==> config.mk <==
export PLATFORM = sky130hd
export DESIGN_NAME = fp_add_issuer
export DESIGN_NICKNAME = d
export VERILOG_FILES = /design/src/rtl/fp_pkg.sv /design/src/rtl/fp_issue_wdog.sv /design/src/rtl/fp_add_issuer.sv
export SDC_FILE = /design/constraint.sdc
export NUM_CORES = 1
export LEC_CHECK = 0
export CAP_MARGIN = 20
export CORE_ASPECT_RATIO = 1.1
export CORE_UTILIZATION = 25
export DETAILED_ROUTE_END_ITERATION = 16
export GPL_ROUTABILITY_DRIVEN = 0
export SYNTH_ARGS = -nofsm -noshare
export SYNTH_HDL_FRONTEND = slang
export SYNTH_SLANG_ARGS = --single-unit
==> constraint.sdc <==
create_clock -name clk -period 2.08 [get_ports clk]
set_input_delay 0.312 -clock clk [delete_from_list [all_inputs] [get_ports clk]]
set_output_delay 0.312 -clock clk [all_outputs]
set_load 0.02 [all_outputs]
==> src/rtl/fp_pkg.sv <==
// fp_pkg -- shared definitions for the floating-point adder issuer.
//   op_t       : request operation encodings (FAD, FSB, FLT, FLOOR)
//   state_t    : issuer state encoding (IDLE, RUN, DONE)
//   FLOOR_BIAS : 2^23 as an IEEE-754 single; adding it to a value in
//                FLOOR mode leaves the integer part in the low mantissa bits.
package fp_pkg;

    typedef enum logic [1:0] {
        OP_FAD   = 2'b00,
        OP_FSB   = 2'b01,
        OP_FLT   = 2'b10,
        OP_FLOOR = 2'b11
    } op_t;

    typedef enum logic [1:0] {
        ST_IDLE = 2'b00,
        ST_RUN  = 2'b01,
        ST_DONE = 2'b10
    } state_t;

    localparam logic [31:0] FLOOR_BIAS = 32'h4B00_0000;

endpackage

==> src/rtl/fp_issue_wdog.sv <==
// fp_issue_wdog -- stall watchdog for fp_add_issuer.
// Counts cycles in which the adder is running and stalled; flags expiry in
// the cycle that would make the count reach TIMEOUT.
// Ports:
//   clk      in  clock, rising edge
//   rst_n    in  asynchronous active-low reset
//   clr      in  restart the count (new request accepted)
//   count_en in  adder running with fpa_stall high this cycle
//   expired  out combinational: this stall cycle is number TIMEOUT
module fp_issue_wdog #(
    parameter int TIMEOUT = 15
) (
    input  logic clk,
    input  logic rst_n,
    input  logic clr,
    input  logic count_en,
    output logic expired
);

    // The counter only needs to hold 0..TIMEOUT-1; expiry fires on the
    // TIMEOUT-th stall cycle itself.
    localparam int CW = (TIMEOUT < 2) ? 1 : $clog2(TIMEOUT);
    localparam logic [CW-1:0] LAST = CW'(TIMEOUT - 1);

    logic [CW-1:0] cnt_reg;

    assign expired = count_en && (cnt_reg == LAST);

    always_ff @(posedge clk or negedge rst_n) begin
        if (!rst_n) begin
            cnt_reg <= '0;
        end else if (clr) begin
            cnt_reg <= '0;
        end else if (count_en && !expired) begin
            cnt_reg <= cnt_reg + 1'b1;
        end
    end

endmodule

==> src/rtl/fp_add_issuer.sv <==
// fp_add_issuer -- issues one floating-point operation at a time to a
// multi-cycle adder and returns its result through a valid/ready port.
// Optional feature: define FP_ISSUE_TIMEOUT_EN to abort an operation whose
// adder stalls for TIMEOUT running cycles (rsp_err=1, rsp_data=0).
// Ports:
//   clk, rst_n                 clock / asynchronous active-low reset
//   req_valid/req_ready        request handshake; req_op, req_a, req_b payload
//   fpa_run/fpa_u/fpa_v        adder run, FLT select, FLOOR select
//   fpa_en                     adder clock enable (high whenever out of reset)
//   fpa_x/fpa_y                adder operands, stable for the whole run
//   fpa_stall/fpa_z            adder busy flag and result
//   rsp_valid/rsp_ready        response handshake; rsp_data result, rsp_err abort
module fp_add_issuer
    import fp_pkg::*;
#(
    parameter int TIMEOUT = 15
) (
    input  logic        clk,
    input  logic        rst_n,
    input  logic        req_valid,
    output logic        req_ready,
    input  logic [1:0]  req_op,
    input  logic [31:0] req_a,
    input  logic [31:0] req_b,
    output logic        fpa_run,
    output logic        fpa_u,
    output logic        fpa_v,
    output logic        fpa_en,
    output logic [31:0] fpa_x,
    output logic [31:0] fpa_y,
    input  logic        fpa_stall,
    input  logic [31:0] fpa_z,
    output logic        rsp_valid,
    input  logic        rsp_ready,
    output logic [31:0] rsp_data,
    output logic        rsp_err
);

    state_t      state_reg;
    logic        run_reg;
    logic        u_reg;
    logic        v_reg;
    logic        en_reg;
    logic [31:0] x_reg;
    logic [31:0] y_reg;
    logic [31:0] data_reg;
    logic        valid_reg;
    logic        err_reg;
    logic        accept;
    logic        timeout_hit;

    assign req_ready = (state_reg == ST_IDLE);
    assign accept    = req_valid && req_ready;

`ifdef FP_ISSUE_TIMEOUT_EN
    fp_issue_wdog #(
        .TIMEOUT (TIMEOUT)
    ) u_wdog (
        .clk      (clk),
        .rst_n    (rst_n),
        .clr      (accept),
        .count_en ((state_reg == ST_RUN) && fpa_stall),
        .expired  (timeout_hit)
    );
`else
    // No watchdog: a stalled adder is waited on indefinitely.
    logic unused_timeout;
    assign unused_timeout = (TIMEOUT != 0);
    assign timeout_hit    = 1'b0;
`endif

    always_ff @(posedge clk or negedge rst_n) begin
        if (!rst_n) begin
            state_reg <= ST_IDLE;
            run_reg   <= 1'b0;
            u_reg     <= 1'b0;
            v_reg     <= 1'b0;
            en_reg    <= 1'b0;
            x_reg     <= '0;
            y_reg     <= '0;
            data_reg  <= '0;
            valid_reg <= 1'b0;
            err_reg   <= 1'b0;
        end else begin
            en_reg <= 1'b1;
            case (state_reg)
                ST_IDLE: begin
                    if (req_valid) begin
                        run_reg   <= 1'b1;
                        err_reg   <= 1'b0;
                        state_reg <= ST_RUN;
                        case (op_t'(req_op))
                            OP_FAD: begin
                                x_reg <= req_a;
                                y_reg <= req_b;
                                u_reg <= 1'b0;
                                v_reg <= 1'b0;
                            end
                            OP_FSB: begin
                                // Subtraction is addition of the sign-flipped operand.
                                x_reg <= req_a;
                                y_reg <= {~req_b[31], req_b[30:0]};
                                u_reg <= 1'b0;
                                v_reg <= 1'b0;
                            end
                            OP_FLT: begin
                                x_reg <= req_a;
                                y_reg <= '0;
                                u_reg <= 1'b1;
                                v_reg <= 1'b0;
                            end
                            OP_FLOOR: begin
                                x_reg <= FLOOR_BIAS;
                                y_reg <= req_a;
                                u_reg <= 1'b0;
                                v_reg <= 1'b1;
                            end
                        endcase
                    end
                end
                ST_RUN: begin
                    if (!fpa_stall) begin
                        data_reg  <= fpa_z;
                        valid_reg <= 1'b1;
                        run_reg   <= 1'b0;
                        state_reg <= ST_DONE;
                    end else if (timeout_hit) begin
                        data_reg  <= '0;
                        err_reg   <= 1'b1;
                        valid_reg <= 1'b1;
                        run_reg   <= 1'b0;
                        state_reg <= ST_DONE;
                    end
                end
                ST_DONE: begin
                    // fpa_run is already low here, so the adder's step
                    // counter is back at zero before the next issue.
                    if (rsp_ready) begin
                        valid_reg <= 1'b0;
                        state_reg <= ST_IDLE;
                    end
                end
                default: state_reg <= ST_IDLE;
            endcase
        end
    end

    assign fpa_run   = run_reg;
    assign fpa_u     = u_reg;
    assign fpa_v     = v_reg;
    assign fpa_en    = en_reg;
    assign fpa_x     = x_reg;
    assign fpa_y     = y_reg;
    assign rsp_valid = valid_reg;
    assign rsp_data  = data_reg;
`ifdef FP_ISSUE_TIMEOUT_EN
    assign rsp_err   = err_reg;
`else
    logic unused_err;
    assign unused_err = err_reg;
    assign rsp_err    = 1'b0;
`endif

endmodule
* Word level (Yosys, flattened, before mapping) *
Index checks and enable logic that the tools add are counted.

cells by class
  equal/unequal tests = 8
  reductions and logical operators = 11
  bitwise logic cells = 2
  mux-type cells = 14

operators by type and width
  kind                                                              number
  32-bit case mux with 4 select lines                               1
  32-bit case mux with 2 select lines                               1
  3-bit AND reduction                                               3
  1-bit case mux with 2 select lines                                4
  2-bit == test (second input constant)                             3
  2-bit two-way mux                                                 3
  2-bit inequality test (second input constant)                     3
  2-bit case mux with 3 select lines                                1
  3-bit OR reduction                                                2
  2-bit by 1-bit == test with 1-bit output (second input constant)  2
  2-bit zero test                                                   2
  1-bit two-way mux                                                 4
  2-bit AND reduction                                               2
  2-bit nonzero test                                                2
  1-bit NOT                                                         2

word-level totals
  word-level logic and storage cells = 44
  output and inout port bits = 103
  input bits = 103
  register bits after elaboration = 103

* Longest topological paths before layout *
  depth in word-level cells = 3
  depth in mapped cells = 7
  mapped depth without buffers = 3

* Least setup slack after synthesis *
No wires, ideal clock.

  kind = register to register
  from = register state_reg[0]
  to = register x_reg[27], in the netlist fpa_x[27]
  path buffers = 4
  period minus slack after synthesis = 1.449 ns
  required time = 1.959 ns
  path slack = 0.631 ns
  cell stages (with the launch flop) = 8
  arrival = 1.329 ns
  library setup time = 0.121 ns
  cells stage by stage = dfrtp_1 -> buf_6 -> or3b_1 -> buf_6 -> buf_6 -> buf_6 -> nand2_1 -> nand2_1

between the ends
  word-level cells in the longest chain between the ends = 2

RTL lines
  item                                  RTL line              source
  start, declared                       fp_add_issuer.sv:39   state_t state_reg;
  start signal, assigned                fp_add_issuer.sv:74   state_reg <= ST_IDLE;
  start signal, assigned                fp_add_issuer.sv:91   state_reg <= ST_RUN;
  start signal, assigned                fp_add_issuer.sv:126  state_reg <= ST_DONE;
  2-bit zero test                       fp_add_issuer.sv:86   case (state_reg)
  2-bit AND reduction (no source line)  n/a
  end signal, assigned                  fp_add_issuer.sv:94   x_reg <= req_a;
  end signal, assigned                  fp_add_issuer.sv:101  x_reg <= req_a;
  end signal, assigned                  fp_add_issuer.sv:107  x_reg <= req_a;
  end, declared                         fp_add_issuer.sv:44   logic [31:0] x_reg;

No other way between the ends.
A chain may end at the register's enable or synchronous reset.

* Worst setup path in the final report *
  from = register state_reg[1]
  to = output req_ready

between the ends
  word-level cells in the longest chain between the ends = 1

RTL lines
  item             RTL line             source
  2-bit zero test  fp_add_issuer.sv:52  assign req_ready = (state_reg == ST_IDLE);
  end, declared    fp_add_issuer.sv:21  output logic req_ready,

No other way between the ends.

==> flow_metrics.py <==
metrics = {
    "run_status": {
        "status": "finished clean",
    },
    "clocking": {
        "path_clk_slew_ns": 0.07,
        "cts_tree": "done",
        "post_cts_resized": 0,
        "hold_buffers": 0,
        "clkSinkCount": 103,
        "cts_root_buf": "clkbuf_16",
        "cts_buffer_depth": 2,
        "postCtsSetupRepairBufs": 0,
        "cts_buffers": 9,
        "h-tree-depth": 3,
        "clock_latency_ns": 0.34,
    },
    "timing": {
        "final.min_clock_period_ns": 1.91,
        "period_share_pct": 91.7,
        "setup_ws_ns": 0.173,
        "tightest_slew_ns": 0.572,
        "grt_setup_unrepaired": "false",
        "skew_ns": 0.00827,
        "setup_tns_ns": 0,
        "max_clock_freq_mhz": 524,
        "hold_viol": 0,
        "relSlewSlack_pct": 61.8,
        "finalSetupViolCount": 0,
        "slew_violations": 0,
    },
    "logic_synthesis": {
        "seq_area_frac_synth_pct": 58.6,
        "synth_edf_count": 0,
        "synth_nets": 486,
        "synthFlopType": "dfrtp_1",
        "syn-cell-area_um2": 4400,
        "synth.distinct_cells": 25,
        "async_flop_share_pct": 100,
        "synth-seq-cells": 103,
        "yosys_warnings": 0,
        "synth.avg_cell_area_um2": 11.5,
        "syn_inst": 383,
    },
    "floorplanning": {
        "die_h_um": 141,
        "placementRows": 50,
        "placeableCoreArea_um2": 17100,
        "die_x_um": 128,
        "ios": 206,
        "die_area_um2": 18100,
        "initial_core_util_pct": 25.6,
    },
    "final_layout": {
        "final_util_pct": 40.8,
        "final_nets": 680,
        "n_antenna_cell": 0,
        "drive_above_1_share_pct": 15.5,
        "final_area_um2": 6990,
        "area_growth_pct": 58.9,
        "fillers": 1679,
    },
    "grt": {
        "track_usage_pct": 14.7,
        "grt_pass1_vias": 3771,
        "antenna_found_initial": 0,
        "busiest_layer": "met2",
        "use_met3_pct": 2.81,
        "overflow": 0,
        "grt_start_max_net_pins": 104,
        "grt.met1_usage_pct": 17.5,
        "grt_first_pass_wirelength_um": 20300,
        "met2_usage_pct": 25.6,
    },
    "critical_path": {
        "crit_type": "reg -> out",
        "arrival_ns": 1.60,
        "r2r-start": "state_reg[1]",
        "crit_fanout": 7,
        "worst_ep_required_time_ns": 1.77,
        "critPathCaptureType": "output pin",
        "start_kind": "flip-flop",
        "startpoint": "state_reg[1]",
    },
    "routing": {
        "routed_wl_um": 12800,
        "dr.pass1.iters": 4,
        "antenna_left": 0,
        "post_drt_wl_per_cell_um": 15.7,
        "via_count": 3605,
        "drt-initial-drc-count": 118,
        "viasPerCell": 4.42,
        "drc": 0,
    },
    "pwr": {
        "total_leakage_power_nw": 2.96,
        "ir_drop_v": 0.000548,
        "p_per_area_nw_per_um2": 1410,
    },
    "placement": {
        "port_buffers": 204,
        "pre_cts_slack_ns": 0.209,
        "dpl_cell_area_um2": 6690,
        "dp_hpwl_um": 8870,
    },
    "run": {
        "maxCapViolations": 0,
    },
    "min_path": {
        "min_path_type": "in -> async",
    },
}
per-stage QoR:
stage	instances	hold WS, ns	power [mW]
after floorplan	383	0.0164	5.74
after global placement	800	0.429	8.17
after detailed placement	800	0.437	8.25
after CTS	815	0.0592	10.0
after global routing	815	0.0854	10.4
final	815	0.0262	9.87
logic make-up after synthesis:
family,synth area share (%)
buf+inv,4.75
xor+xnor,0.199
compound gates,12.1
simple gates,15.7
other cells,0.171
flops,58.6
mux,8.42
layout make-up:
class	count	area, um^2	share of cell area (%)
clock buffers	12	256	3.67
clock inverters	3	42.5	0.609
inverters	4	15.0	0.215
multi-input cells	246	1620	23.2
flip-flops and latches	103	2580	36.9
well taps	234	293	4.19
repair buffers	213	2180	31.2
cell usage in the layout (no fill, tap or decap), drive strengths merged, types with 2 or more instances in the layout:
cell,n
clkdlybuf4s50,203
dfrtp,103
nand2,69
nor2,65
mux2,32
a221oi,31
nand3,28
clkbuf,12
buf,10
o21ai,9
inv,4
conb,2
nor3b,2
layer usage:
layer	share of wire, %	up-vias	routed length, um
li1	-	1683	-
met1	42	1796	5360
met2	51	113	6600
met3	4.9	13	624
met4	1.8	0	233
met5	0	-	0
power breakdown:
group | switching, mW | internal [mW] | leakage (nW)
clock network | 0.735 | 0.992 | 0.145
registers | 0.514 | 2.92 | 1.23
logic | 2.37 | 2.34 | 1.59
total | 3.62 | 6.25 | 2.96
path summary, 6_finish.rpt:
check	to	slack [ns]	depth (start not counted)
worst max-delay path	req_ready	0.17	2
worst min-delay path	fpa_x[15]	0.03	2
worst max register to register	fpa_y[12]	0.46	4
worst min register to register	fpa_x[16]	0.46	2
max in group asynchronous	rsp_valid	1.61	2
min in group clk	fpa_x[16]	0.46	2
cells in the mapped netlist, types with 2 or more instances:
| library cell | count | share of area (%) |
|---|---|---|
| a221oi_2 | 31 | 11 |
| dfrtp_1 | 103 | 59 |
| nand3_1 | 28 | 3.2 |
| nor2_1 | 65 | 5.5 |
| mux2_2 | 30 | 7.7 |
| buf_4 | 4 | 0.68 |
| buf_6 | 7 | 1.8 |
| nand2_1 | 69 | 5.9 |
| clkbuf_1 | 6 | 0.51 |
| conb_1 | 2 | 0.17 |
| mux2_1 | 2 | 0.51 |
| buf_2 | 11 | 1.3 |
| buf_1 | 2 | 0.17 |
| inv_1 | 4 | 0.34 |
| o21ai_0 | 9 | 1.0 |
critical path: stages, from the launching register on:
cell	delay (ns)
dfrtp_1	0.48
nor2_1	0.14
clkdlybuf4s50_1	0.64
(Power assumes the default switching activity.)
